===== config.mk =====
export PLATFORM = sky130hd
export DESIGN_NAME = or_logic_unit_pipe
export DESIGN_NICKNAME = d
export VERILOG_FILES = /design/src/rtl/or_logic_pkg.sv /design/src/rtl/or_logic_op.sv /design/src/rtl/or_logic_unit_pipe.sv
export SDC_FILE = /design/constraint.sdc
export NUM_CORES = 1
export LEC_CHECK = 0
export CORE_MARGIN = 2
export CORE_UTILIZATION = 46
export CTS_CLUSTER_SIZE = 30
export DETAILED_ROUTE_END_ITERATION = 7
export HOLD_SLACK_MARGIN = 0.12
export PLACE_DENSITY = 0.75
export SLEW_MARGIN = 20
export SYNTH_ARGS = -nofsm -noshare
export SYNTH_HDL_FRONTEND = slang
export SYNTH_SLANG_ARGS = --single-unit

===== constraint.sdc =====
create_clock -name clk -period 1.69 [get_ports clk]
set_clock_uncertainty 0.1 [all_clocks]
set_input_delay 0.4225 -clock clk [delete_from_list [all_inputs] [get_ports clk]]
set_output_delay 0.4225 -clock clk [all_outputs]
set_load 0.05 [all_outputs]

===== src/rtl/or_logic_pkg.sv =====
// Shared definitions for the OR-logic family: operation width and the
// eight operation codes understood by or_logic_op and its users.
package or_logic_pkg;

    localparam int OP_W = 3;

    localparam logic [OP_W-1:0] OP_AND    = 3'd0;
    localparam logic [OP_W-1:0] OP_OR     = 3'd1;
    localparam logic [OP_W-1:0] OP_XOR    = 3'd2;
    localparam logic [OP_W-1:0] OP_NAND   = 3'd3;
    localparam logic [OP_W-1:0] OP_NOR    = 3'd4;
    localparam logic [OP_W-1:0] OP_XNOR   = 3'd5;
    localparam logic [OP_W-1:0] OP_NOTA   = 3'd6;
    localparam logic [OP_W-1:0] OP_ACC_OR = 3'd7;

endpackage


===== src/rtl/or_logic_op.sv =====
// Combinational bitwise operation decoder. Produces the result of the
// selected operation on two operands; the accumulating OR also folds in
// the caller's accumulator value. Kept free of state so ALU blocks can
// reuse it directly.
module or_logic_op
    import or_logic_pkg::*;
#(
    parameter int WIDTH = 8
) (
    input  logic [WIDTH-1:0] i_a,
    input  logic [WIDTH-1:0] i_b,
    input  logic [OP_W-1:0]  i_op,
    input  logic [WIDTH-1:0] i_acc,
    output logic [WIDTH-1:0] o_r
);

    // Select the bitwise result for the requested operation
    always_comb begin
        o_r = '0;
        case (i_op)
            OP_AND:    o_r = i_a & i_b;
            OP_OR:     o_r = i_a | i_b;
            OP_XOR:    o_r = i_a ^ i_b;
            OP_NAND:   o_r = ~(i_a & i_b);
            OP_NOR:    o_r = ~(i_a | i_b);
            OP_XNOR:   o_r = ~(i_a ^ i_b);
            OP_NOTA:   o_r = ~i_a;
            OP_ACC_OR: o_r = i_acc | i_a | i_b;
            default:   o_r = '0;
        endcase
    end

endmodule


===== src/rtl/or_logic_unit_pipe.sv =====
// Registered bitwise logic stage behind a valid/ready handshake. A single
// output register gives one-cycle latency and full throughput: a new beat
// may be accepted in the same cycle the previous result drains. The
// accumulating OR keeps a running value across beats until a last beat.
module or_logic_unit_pipe
    import or_logic_pkg::*;
#(
    parameter int WIDTH = 8
) (
    input  logic             clk,
    input  logic             rst,
    input  logic             in_valid,
    output logic             in_ready,
    input  logic [WIDTH-1:0] a,
    input  logic [WIDTH-1:0] b,
    input  logic [OP_W-1:0]  op,
    input  logic             in_last,
    output logic             out_valid,
    input  logic             out_ready,
    output logic [WIDTH-1:0] y,
    output logic             y_any,
    output logic             y_all,
    output logic             out_last
);

    logic [WIDTH-1:0] r_acc;
    logic [WIDTH-1:0] r_y;
    logic             r_yAny;
    logic             r_yAll;
    logic             r_outLast;
    logic             r_outValid;

    logic [WIDTH-1:0] w_result;
    logic             w_accept;
    logic             w_inReady;

    or_logic_op #(
        .WIDTH (WIDTH)
    ) u_op (
        .i_a   (a),
        .i_b   (b),
        .i_op  (op),
        .i_acc (r_acc),
        .o_r   (w_result)
    );

    // Space is available when the register is empty or is draining now
    assign w_inReady = !r_outValid || out_ready;
    assign w_accept  = in_valid && w_inReady;

    // Result register: load on accept, clear valid on a pure drain
    always_ff @(posedge clk or posedge rst) begin
        if (rst) begin
            r_outValid <= 1'b0;
            r_y        <= '0;
            r_yAny     <= 1'b0;
            r_yAll     <= 1'b0;
            r_outLast  <= 1'b0;
        end else if (w_accept) begin
            r_outValid <= 1'b1;
            r_y        <= w_result;
            r_yAny     <= |w_result;
            r_yAll     <= &w_result;
            r_outLast  <= in_last;
        end else if (out_ready) begin
            r_outValid <= 1'b0;
        end
    end

    // Accumulator advances only on accepted accumulating beats; a last
    // beat clears it so the next group starts from zero
    always_ff @(posedge clk or posedge rst) begin
        if (rst) begin
            r_acc <= '0;
        end else if (w_accept && (op == OP_ACC_OR)) begin
            r_acc <= in_last ? '0 : w_result;
        end
    end

    assign in_ready  = w_inReady;
    assign out_valid = r_outValid;
    assign y         = r_y;
    assign y_any     = r_yAny;
    assign y_all     = r_yAll;
    assign out_last  = r_outLast;

endmodule


# After elaboration in Yosys (flattened, before gate mapping)
# Index checks and enable logic that the tools add are counted.
# W data, S select, Z words.
[word_totals]
reg_bits = 20
output_inout_bits = 13
word_cells = 34
[classes]
eq_ne = 7
muxes = 4
reduce_logical = 8
bitwise = 9
[op_table]
columns = ["operator", "n"]
rows = [
  ["$pmux W8 S8", 1],
  ["$not A8 Y8", 4],
  ["$or A8 B8 Y8", 3],
  ["$eq A3 B3 Y1 const B", 4],
  ["$and A8 B8 Y8", 1],
  ["$mux W8", 1],
  ["$reduce_and A8 Y1", 1],
  ["$reduce_or A8 Y1", 1],
  ["$xor A8 B8 Y8", 1],
  ["$eq A3 B2 Y1 const B", 2],
  ["$eq A3 B1 Y1 const B", 1],
  ["$logic_not A3 Y1", 1],
  ["$logic_and A1 B1 Y1", 2],
  ["$mux W1", 2],
  ["$reduce_bool A2 Y1", 1],
  ["$logic_not A1 Y1", 1],
  ["$logic_or A1 B1 Y1", 1],
]

# Longest topological paths before layout
[logic_depth]
depth_word = 4
ltp_mapped = 8
ltp_nobuf = 8

# Cells and area by module
# From an unflattened synthesis, not the netlist that was laid out.
[unflattened]
hier_cells = 187
area_unflattened_um2 = 1709.1
[modules_own_cells]
columns = ["module", "area_per_inst_um2", "cells_each", "n_inst"]
rows = [
  ["or_logic_unit_pipe", 858.3, 60, 1],
  ["or_logic_op", 850.8, 127, 1],
]

# Least setup slack after synthesis
# Ideal clock, no wire load.
[synth_path]
path_kind = "flip-flop to flip-flop"
start = "register r_outValid (netlist: out_valid)"
end = "register r_acc[2]"
setup_ps = 66
synth_period_minus_slack_ps = 2332
stages_incl_launch_ff = 7
setup_slack_ps = -642
t_arrival_ps = 2166
path_cell_list = "dfrtp_1 nand2b_1 nand2_1 or2_2 clkbuf_1 nor2_1 a22o_1"
[synth_via]
elab_chain_cells = 4
[synth_lines]
columns = ["element", "line_no", "text"]
rows = [
  ["start, declared", "or_logic_unit_pipe.sv:31", "logic r_outValid;"],
  ["start signal, assigned", "or_logic_unit_pipe.sv:54", "r_outValid <= 1'b0;"],
  ["start signal, assigned", "or_logic_unit_pipe.sv:60", "r_outValid <= 1'b1;"],
  ["start signal, assigned", "or_logic_unit_pipe.sv:66", "r_outValid <= 1'b0;"],
  ["$logic_not A1 Y1", "or_logic_unit_pipe.sv:48", "assign w_inReady = !r_outValid || out_ready;"],
  ["$logic_or A1 B1 Y1", "or_logic_unit_pipe.sv:48", ""],
  ["via in_ready", "or_logic_unit_pipe.sv:13", "output logic in_ready,"],
  ["$logic_and A1 B1 Y1", "or_logic_unit_pipe.sv:49", "assign w_accept = in_valid && w_inReady;"],
  ["$logic_and A1 B1 Y1", "or_logic_unit_pipe.sv:75", "end else if (w_accept && (op == OP_ACC_OR)) begin"],
  ["end signal, assigned", "or_logic_unit_pipe.sv:76", "r_acc <= in_last ? '0 : w_result;"],
  ["end, declared", "or_logic_unit_pipe.sv:26", "logic [WIDTH-1:0] r_acc;"],
]
# The timed path passes the listed nets, and every way through them passes these cells.
# A chain may end at the register's enable or synchronous reset.

# Worst setup path in the final report
[layout_path]
start = "input port b[3]"
end = "register r_yAll (netlist: y_all)"
[layout_via]
elab_chain_cells = 4
[layout_lines]
columns = ["element", "line_no", "text"]
rows = [
  ["start, declared", "or_logic_unit_pipe.sv:15", "input logic [WIDTH-1:0] b,"],
  ["$xor A8 B8 Y8, or another cell as far along", "or_logic_op.sv:23, or_logic_op.sv:26", ""],
  ["$not A8 Y8, on equally long branches", "or_logic_op.sv:26, or_logic_op.sv:24, or_logic_op.sv:25", ""],
  ["$pmux W8 S8 (*)", "or_logic_op.sv:20", "case (i_op)"],
  ["$reduce_and A8 Y1 (*)", "or_logic_unit_pipe.sv:63", "r_yAll <= &w_result;"],
  ["end signal, assigned", "or_logic_unit_pipe.sv:63", ""],
  ["end, declared", "or_logic_unit_pipe.sv:29", "logic r_yAll;"],
]
# Every way passes the cells marked *; elsewhere a longest branch is shown, timed or not.

==> summary.txt <==
Timing
  • Relative slew slack: 0.773
  • Unrepaired setup endpoints after global routing: yes
  • Finish-stage setup viols: 17
  • Tcrit/Tclk final: 1.24
  • Hold slack: 0.289 ns
  • Tmin final: 2.09 ns
  • Post-layout worst setup margin: -0.400 ns
  • Slew at the pin with the worst max-slew slack: 0.340 ns
  • Max frequency: 479 MHz
  • Final Hold Vio Count: 0
  • Final count of pins violating max slew: 0

Clock network
  • H-tree Lvls: 1
  • CTS clk-pin slew, worst paths: 0.15 ns
  • TritonCTS Sinks: 20
  • Clock Latency Late Sink: 0.35 ns
  • CTS max path bufs: 2
  • Num CTS Buffers: 3
  • Post-CTS Hold Buffers: 0
  • CTS tree: yes
  • Clk root buf: clkbuf_4

Synthesis
  • Synthesized cell area: 0.00168 mm^2
  • Post-Syn Nets: 251
  • Mapped Avg Cell Area: 7.98 um^2
  • Top cell type's share of synthesized area: 0.297
  • Synth top area cells: dfrtp_1, ha_1, nand2_1
  • Seq/Total Area, Yosys: 0.297
  • Synth top cells by count: nand2_1, dfrtp_1, inv_1
  • Library cells used by synthesis: 45
  • Cells after synthesis: 211
  • Yosys top cell by area: dfrtp_1
  • Yosys reg bits: 20
  • Synth Flop Type: dfrtp_1
  • YS warnings: 0
  • Async SR Flop Fraction: 1.00
  • Post-synth EDFFs: 0
  • Most frequent cell after synthesis: nand2_1

Final layout
  • Final instance area: 0.00328 mm^2
  • Reg area: 502 um^2
  • Share of cells above drive strength 1: 0.585
  • FILL cells: 66
  • Multi-input gate area: 0.00154 mm^2
  • N_diodes: 0
  • Final net count: 347
  • Final core utilization: 0.960
  • Post-route insts no fill: 352
  • Area Overhead vs Synth: 94.9%

GRT
  • Largest net degree at the start of global routing: 21
  • Vias in the first global route: 2196
  • GRT Util Overall: 0.322
  • GRT Residual Overflow: 0
  • First-pass GRT wire length: 10300 um
  • Initial antenna violation count: 0

Setup path
  • WP data arrival: 2.24 ns
  • Crit-path max cell delay: 0.38 ns
  • CP Cell Sequence: clkdlybuf4s15_2, buf_4, ha_4, nor3_1, o21bai_1, o32a_1, nand4_1, o41ai_2
  • CP endpoint kind: register
  • Startpoint Class: input pin
  • Critical path class: in -> reg
  • Slowest stage cell, crit path: o32a_1
  • CP Data Required Time: 1.84 ns
  • Buf/Inv on CP: 2
  • CP delay by family, top: compound AO/OA/AOI/OAI gates
  • CP max FO: 3

Place
  • DP HPWL: 3740 um
  • Placed Area: 0.00265 mm^2
  • Input/output buffers: 36
  • Cells after DPL: 332
  • GPL Wtd Cong: 0.834
  • Worst slack at placement: -1.03 ns

Die
  • Die Wd: 64.5 um
  • Die Ht: 64.5 um
  • Initial Util: 0.493
  • Top Ports: 37
  • Core ar.: 0.00342 mm^2
  • Site row count: 21
  • Total die area: 0.00416 mm^2

Routing
  • WL/cell: 29.2 um
  • DRT iter0 DRCs: 342
  • Vias per cell: 7.10
  • Drt first pass iters: 5
  • Final wirelength: 10300 um
  • Vias: 2500
  • Final ANT Viol Nets: 0
  • Number of remaining DRC errors: 0

Status
  • Failing checks: setup timing
  • Outcome: complete, but fails checks

Worst hold path
  • Hold Path Class: in -> async

Run
  • Max-cap violations: 0

Power
  • Worst vdd ir: 0.000720 V
  • LEAKAGE: 1.45 nW
  • Pwr per Cell Area: 696 mW/mm^2
## layout by cell type (no fill, tap or decap), types with 7 or more instances in the layout
| cell | netlist | final |
|---|---|---|
| buf_4 | 3 | 49 |
| nand2_1 | 33 | 26 |
| dfrtp_1 | 20 | 19 |
| buf_6 | 2 | 15 |
| buf_12 | 0 | 15 |
| ha_4 | 0 | 11 |
| nor2_1 | 13 | 10 |
| buf_2 | 2 | 10 |
| o21ai_1 | 0 | 8 |
| inv_1 | 18 | 8 |
| inv_2 | 0 | 7 |
## report_power, final
part	internal (mW)	switching, mW	leakage (nW)
registers	0.551	0.0968	0.249
logic	0.566	0.647	1.17
clock network	0.241	0.183	0.0279
total	1.36	0.927	1.45
## timing repair
action                     in CTS  in global routing
pin swaps                      31                 29
setup endpoints to repair      19                 16
resized for setup             129                 52
setup buffers                  10                 12
cloned                          2                  0
## worst reg2reg max path, stage by stage (launching register included)
cell	delay [ns]
dfrtp_1	0.47
nor3_4	0.22
o32ai_4	0.14
a21oi_2	0.24
a21oi_4	0.12
buf_6	0.15
nor4_4	0.32
a41oi_2	0.17
## state kept, by name, indices dropped and copies added, names as in the netlist
name / cells
r_acc: 8
y: 8
out_last: 1
out_valid: 1
y_all: 1
y_any: 1
## stage by stage
step	total power, mW	TNS (ns)
after global placement	1.46	-11.92
final	2.28	-2.50
after global routing	2.35	-3.64
after floorplan	1.03	-0.654
after detailed placement	1.48	-12.25
after CTS	1.99	-0.555
## final timing paths
kind                                      startpoint                    end  slack [ns]  cells past startpoint
worst max-delay path                            b[3]      y_all$_DFFE_PP0P_       -0.40                      8
min in group clk                    y[0]$_DFFE_PP0P_       y[0]$_DFFE_PP0P_        0.48                      2
worst min register to register      y[0]$_DFFE_PP0P_       y[0]$_DFFE_PP0P_        0.48                      2
max in group asynchronous                        rst  out_valid$_DFFE_PP0P_        0.94                      3
worst max register to register  r_acc[2]$_DFFE_PP0P_      y_any$_DFFE_PP0P_       -0.38                      7
worst min-delay path                             rst       y[2]$_DFFE_PP0P_        0.29                      3
## per-layer routing
| layer | vias up | global-route usage | wire, um |
|---|---|---|---|
| met3 | 135 | 0.0399 | 1400 |
| met4 | 0 | 0.176 | 1170 |
| li1 | 935 | - | - |
| met1 | 1127 | 0.368 | 3220 |
| met2 | 303 | 0.582 | 4490 |
| met5 | - | 0 | 0 |
## area by class of cell
type | instances | area share
sequential | 20 | 0.153
clock inverter | 1 | 0.00915
timing repair buffer | 103 | 0.319
multi-input combinational | 160 | 0.469
inverter | 19 | 0.0248
tap | 46 | 0.0175
clock buffer | 3 | 0.00686
## kinds of logic after synthesis
family,synth area share
AOI/OAI and AO/OA,0.224
buffers and inverters,0.0862
and+or+nand+nor,0.274
DFF,0.297
adders and majority gates,0.119
Power figures use the tool's default switching activity.
